### config.mk
export PLATFORM = sky130hd
export DESIGN_NAME = hamming_rx_ctrl
export DESIGN_NICKNAME = d
export VERILOG_FILES = /design/src/rtl/hamming_pkg.sv /design/src/rtl/hamming74_fix.sv /design/src/rtl/hamming_rx_ctrl.sv
export SDC_FILE = /design/constraint.sdc
export NUM_CORES = 1
export LEC_CHECK = 0
export ABC_AREA = 1
export CAP_MARGIN = 15
export CORE_MARGIN = 2
export CORE_UTILIZATION = 45
export DETAILED_ROUTE_END_ITERATION = 8
export GPL_TIMING_DRIVEN = 0
export HOLD_SLACK_MARGIN = 0.15
export PLACE_DENSITY = 0.68
export SYNTH_ARGS = -nofsm -noshare
export SYNTH_HDL_FRONTEND = slang
export SYNTH_SLANG_ARGS = --single-unit
### constraint.sdc
create_clock -name i_clk -period 2.1 [get_ports i_clk]
set_input_delay 0.525 -clock i_clk [delete_from_list [all_inputs] [get_ports i_clk]]
set_output_delay 0.525 -clock i_clk [all_outputs]
set_load 0.01 [all_outputs]
### src/rtl/hamming_pkg.sv
// Shared constants and types for the (7,4) Hamming receive path.
package hamming_pkg;

  localparam int unsigned CODE_W = 7;
  localparam int unsigned DATA_W = 4;
  localparam int unsigned SYN_W  = 3;

  // Codeword positions (1-based, a1..a7) that carry data bits d1..d4.
  localparam int unsigned DATA_POS_1 = 3;
  localparam int unsigned DATA_POS_2 = 5;
  localparam int unsigned DATA_POS_3 = 6;
  localparam int unsigned DATA_POS_4 = 7;

  typedef enum logic [1:0] {
    COLLECT,
    CORRECT,
    PRESENT
  } state_e;

endpackage

### src/rtl/hamming74_fix.sv
// Combinational (7,4) Hamming syndrome and single-error correction.
// Codeword bit [0] holds a1 and bit [6] holds a7.
module hamming74_fix
  import hamming_pkg::*;
(
  input  logic [CODE_W-1:0] i_code,
  output logic [SYN_W-1:0]  o_syndrome,
  output logic [DATA_W-1:0] o_data
);

  logic [SYN_W-1:0]  w_syn;
  logic [CODE_W-1:0] w_fixed;

  // Syndrome bits are the parity checks over positions with index bit k set.
  always_comb begin
    w_syn[0] = i_code[0] ^ i_code[2] ^ i_code[4] ^ i_code[6];
    w_syn[1] = i_code[1] ^ i_code[2] ^ i_code[5] ^ i_code[6];
    w_syn[2] = i_code[3] ^ i_code[4] ^ i_code[5] ^ i_code[6];
  end

  // A nonzero syndrome names the 1-based position to invert, parity bits included.
  always_comb begin
    w_fixed = i_code;
    for (int unsigned i = 0; i < CODE_W; i++) begin
      if (w_syn == SYN_W'(i + 1)) begin
        w_fixed[i] = ~i_code[i];
      end
    end
  end

  assign o_syndrome = w_syn;
  assign o_data     = {w_fixed[DATA_POS_4-1], w_fixed[DATA_POS_3-1],
                       w_fixed[DATA_POS_2-1], w_fixed[DATA_POS_1-1]};

endmodule

### src/rtl/hamming_rx_ctrl.sv
// Serial (7,4) Hamming receiver: collects a codeword bit by bit, corrects it in
// one cycle and presents the data word on a valid/ready output.
module hamming_rx_ctrl
  import hamming_pkg::*;
#(
  parameter int unsigned CNT_W = 8
) (
  input  logic              i_clk,
  input  logic              i_rst_n,
  input  logic              i_bit_in,
  input  logic              i_bit_valid,
  output logic              o_bit_ready,
  output logic [DATA_W-1:0] o_data_out,
  output logic [SYN_W-1:0]  o_syndrome_out,
  output logic              o_err_flag,
  output logic              o_out_valid,
  input  logic              i_out_ready,
  input  logic              i_cnt_clr,
  output logic [CNT_W-1:0]  o_err_count
);

  state_e              r_state;
  logic [2:0]          r_idx;
  logic [CODE_W-1:0]   r_shift;
  logic [DATA_W-1:0]   r_data;
  logic [SYN_W-1:0]    r_syn;
  logic                r_err;
  logic                r_out_valid;
  logic                r_bit_ready;
  logic [CNT_W-1:0]    r_err_count;

  logic [SYN_W-1:0]    w_syn;
  logic [DATA_W-1:0]   w_data;
  logic                w_accept;

  assign w_accept = i_bit_valid & r_bit_ready;

  hamming74_fix u_fix (
    .i_code     (r_shift),
    .o_syndrome (w_syn),
    .o_data     (w_data)
  );

  // Sequencer: shift in a word, latch the corrected result, hold it until taken.
  always_ff @(posedge i_clk or negedge i_rst_n) begin
    if (!i_rst_n) begin
      r_state     <= COLLECT;
      r_idx       <= 3'd1;
      r_shift     <= '0;
      r_data      <= '0;
      r_syn       <= '0;
      r_err       <= 1'b0;
      r_out_valid <= 1'b0;
      r_bit_ready <= 1'b1;
    end else begin
      unique case (r_state)
        COLLECT: begin
          if (w_accept) begin
            r_shift[r_idx - 3'd1] <= i_bit_in;
            if (r_idx == 3'd7) begin
              r_idx       <= 3'd1;
              r_bit_ready <= 1'b0;
              r_state     <= CORRECT;
            end else begin
              r_idx <= r_idx + 3'd1;
            end
          end
        end
        CORRECT: begin
          r_data      <= w_data;
          r_syn       <= w_syn;
          r_err       <= (w_syn != '0);
          r_out_valid <= 1'b1;
          r_state     <= PRESENT;
        end
        PRESENT: begin
          if (i_out_ready) begin
            r_out_valid <= 1'b0;
            r_bit_ready <= 1'b1;
            r_state     <= COLLECT;
          end
        end
        default: begin
          r_out_valid <= 1'b0;
          r_bit_ready <= 1'b1;
          r_state     <= COLLECT;
        end
      endcase
    end
  end

  // Saturating corrected-word counter; a clear beats a same-cycle increment.
  always_ff @(posedge i_clk or negedge i_rst_n) begin
    if (!i_rst_n) begin
      r_err_count <= '0;
    end else if (i_cnt_clr) begin
      r_err_count <= '0;
    end else if ((r_state == CORRECT) && (w_syn != '0) && (r_err_count != '1)) begin
      r_err_count <= r_err_count + CNT_W'(1);
    end
  end

  assign o_bit_ready    = r_bit_ready;
  assign o_data_out     = r_data;
  assign o_syndrome_out = r_syn;
  assign o_err_flag     = r_err;
  assign o_out_valid    = r_out_valid;
  assign o_err_count    = r_err_count;

endmodule

==> run metrics <==
commonest non-fill, non-tap cell in the layout=nand2_1; final wirelength=~3200 um; Avg Cell Area, Syn=7.52 um2; TritonCTS clock tree=built; RSZ-0062 raised after global routing=false; number of global-route vias before repair=1,300; WP buf/inv=1; final-report setup violation count=0; largest family of logic cells by synthesized area=simple AND/OR/NAND/NOR gates; P&R area growth vs syn=23.7%; hold buffer count at cts=0; Hold Path End=o_bit_ready; CP max-delay cell=dfstp_2; crit-path max cell delay=550 ps; buffers added on ports=23; Max Clk Rate=0.522 GHz; number of synthesized register bits=30; # nets final=260; proportion of synthesized area in mux cells=0; Post-CTS Setup Bufs=0; routed via count divided by cell count=roughly 4.7; crit-path cells=clkdlybuf4s50_1; R2R Setup Slk=around 270 ps; DR WL/cell=10.9 um; Net Count, Synth=about 230; Post-DP Area=between 1500 and 2000 um2; Num Clock Sinks=30; R2R Path End=r_shift[1]; largest net degree at the start of global routing=20; Final Worst Setup Slack=185 ps; switching share of power=0.423; Placed Instances=a little under 300; initial antenna violation count=0; Syn Inst Count=219; R2R Path Start=r_idx[0]; commonest cells after routing, fill and taps aside=nand2_1 (66), dfrtp_1 (28), inv_1 (24); worst hold start=o_bit_ready; Die Ht=64.5 um; Peak VDD IR=approximately 0.73 mV; Post-Synth Adder-Cell Area=0.0304; n_diodes=0; hold depth=2; overall routing resource usage=0.181; Yosys cell types=22; synth warn=0; Worst setup SP type=flip-flop; clock power share=0.162; fin cells=a little under 300; die area=4160 um2; Filler cells=~330; post-synthesis compound-gate area fraction=0.0979; xor/xnor share of the synthesized area=0; Max-cap violations=0; Int Power=1.59 mW; CP Capture Type=output pin; Pwr Density=1350 nW/um2; Pwr Total=2.75 mW; latest clock arrival within the worst-skew pair=320 ps; gr ovfl total=0; total number of vias=about 1,400; post-synthesis cell area=1650 um2; Leakage=1.00 nW; Worst EP arrival=1390 ps; Tightest Pin Transition=611 ps; HPWL Detailed=2490 um; number of buffers created by CTS=5; CP delay by family, top=flip-flops; Worst Setup SP=o_bit_ready; Clock Tree Buf Depth=2; FF-to-FF path depth=8; routability congestion estimate=between 0.8 and 0.9; Slew headroom=0.592; post-CTS sizing=0; clock skew=7.03 ps; DRT Pass-1 Iters=4; DRT iter0 DRCs=between 90 and 100; CTS root buffer=clkbuf_4; Clk pin slew, worst setup/hold paths=90 ps; Crit Path Max Fanout=3; Initial Utilization=0.482; Place WS=between 70 and 80 ps; global-route wire length before repair=between 5000 and 6000 um; combinational share of power=0.490; worst min path class=reg -> reg; core area=3420 um2; H-tree depth=2; post-synthesis sequential area ratio=0.457; antenna-violating nets left=0; final period demand of the worst path=1920 ps; final hold vios=0; simple logic cell fraction of the synthesized area=0.344; critical path data required time=1570 ps; Post-route DRC=0; sw power=1.16 mW; period utilisation layout=0.912; Multi-input gate area=approximately 780 um2; status=finished, final reports clean; Flop pwr share=0.348; critical path class=reg -> out; Final Cell Area=2040 um2; share of layout cells above drive strength 1=0.116; die width=64.5 um; Slew Limit Fails=0; row cnt=21; Reg area=753 um2; IO Count=24
==> power by group through the flow <==
stage                     logic [mW]  registers [mW]  clock network (mW)
after global routing            1.57           0.987               0.486
after floorplan                0.923           0.983                   0
final                           1.34           0.956               0.446
after CTS                       1.36           0.958               0.459
after global placement          1.33           0.958                   0
after detailed placement        1.35           0.970                   0
==> layout make-up <==
| cell class | instances | share of cell area |
|---|---|---|
| Multi-Input combinational cell | 158 | 0.382 |
| Sequential cell | 30 | 0.370 |
| Timing Repair Buffer | 24 | 0.126 |
| Inverter | 29 | 0.0534 |
| Tap cell | 46 | 0.0282 |
| Clock buffer | 7 | 0.0221 |
| Clock inverter | 1 | 0.0147 |
| Buffer | 2 | 0.00368 |
==> metrics by stage <==
stage,hold slack [ps],setup TNS (ps),utilization
after floorplan,229,0,-
after global routing,511,0,0.597
after detailed placement,465,0,0.575
after CTS,484,0,0.597
after global placement,464,-1470,0.567
final,477,0,0.597
==> routing by layer <==
metal  share of wire  global-route usage
met1            0.51               0.241
met3           0.023              0.0365
met5               0                   0
met4           0.016              0.0798
met2            0.45               0.286
==> registers in the layout, indices dropped and copies added, names as in the netlist <==
register	flops
o_bit_ready	1
o_data_out	4
o_err_count	8
o_err_flag	1
o_out_valid	1
o_syndrome_out	3
r_idx	3
r_shift	7
r_state	2
==> cell usage after synthesis <==
master	count	area share
nor2_4	2	0.014
inv_2	4	0.0091
o21ai_0	11	0.033
dfrtp_1	28	0.43
nand2_4	2	0.014
nor2_1	16	0.036
nor2_2	4	0.015
inv_1	24	0.055
a21oi_1	11	0.033
dfstp_2	2	0.032
ha_1	4	0.030
nor3b_1	1	0.0046
nand3_1	22	0.067
nand3_4	1	0.011
clkinv_1	1	0.0023
o21ai_1	4	0.012
nor3_1	2	0.0061
clkbuf_1	2	0.0046
or2_2	1	0.0038
nand2_2	6	0.023
nand2_1	66	0.15
a31oi_1	5	0.019
==> worst max-delay path by stage <==
stage / endpoint / cells past startpoint
floorplan: r_shift[1] / 8
global placement: o_err_count[5] / 1
detailed placement: o_err_count[7] / 7
CTS: o_bit_ready / 1
global route: r_shift[0] / 8
finish: o_bit_ready / 1
==> cells by family (layout without fill, tap and decap cells) <==
logic type,after synthesis,in the layout
AND/OR/NAND/NOR,123,123
flip-flops,30,30
buffers and inverters,31,63
AO/OA/AOI/OAI,31,31
adder cells (fa/ha/maj),4,4
==> worst min-delay path: cells and delay by family (launching register included) <==
family | cells | cell delay [ps]
compound gates | 1 | 50
buf+inv | 1 | 40
flops | 1 | 380
Note: power is estimated with default switching activity, not from simulation.
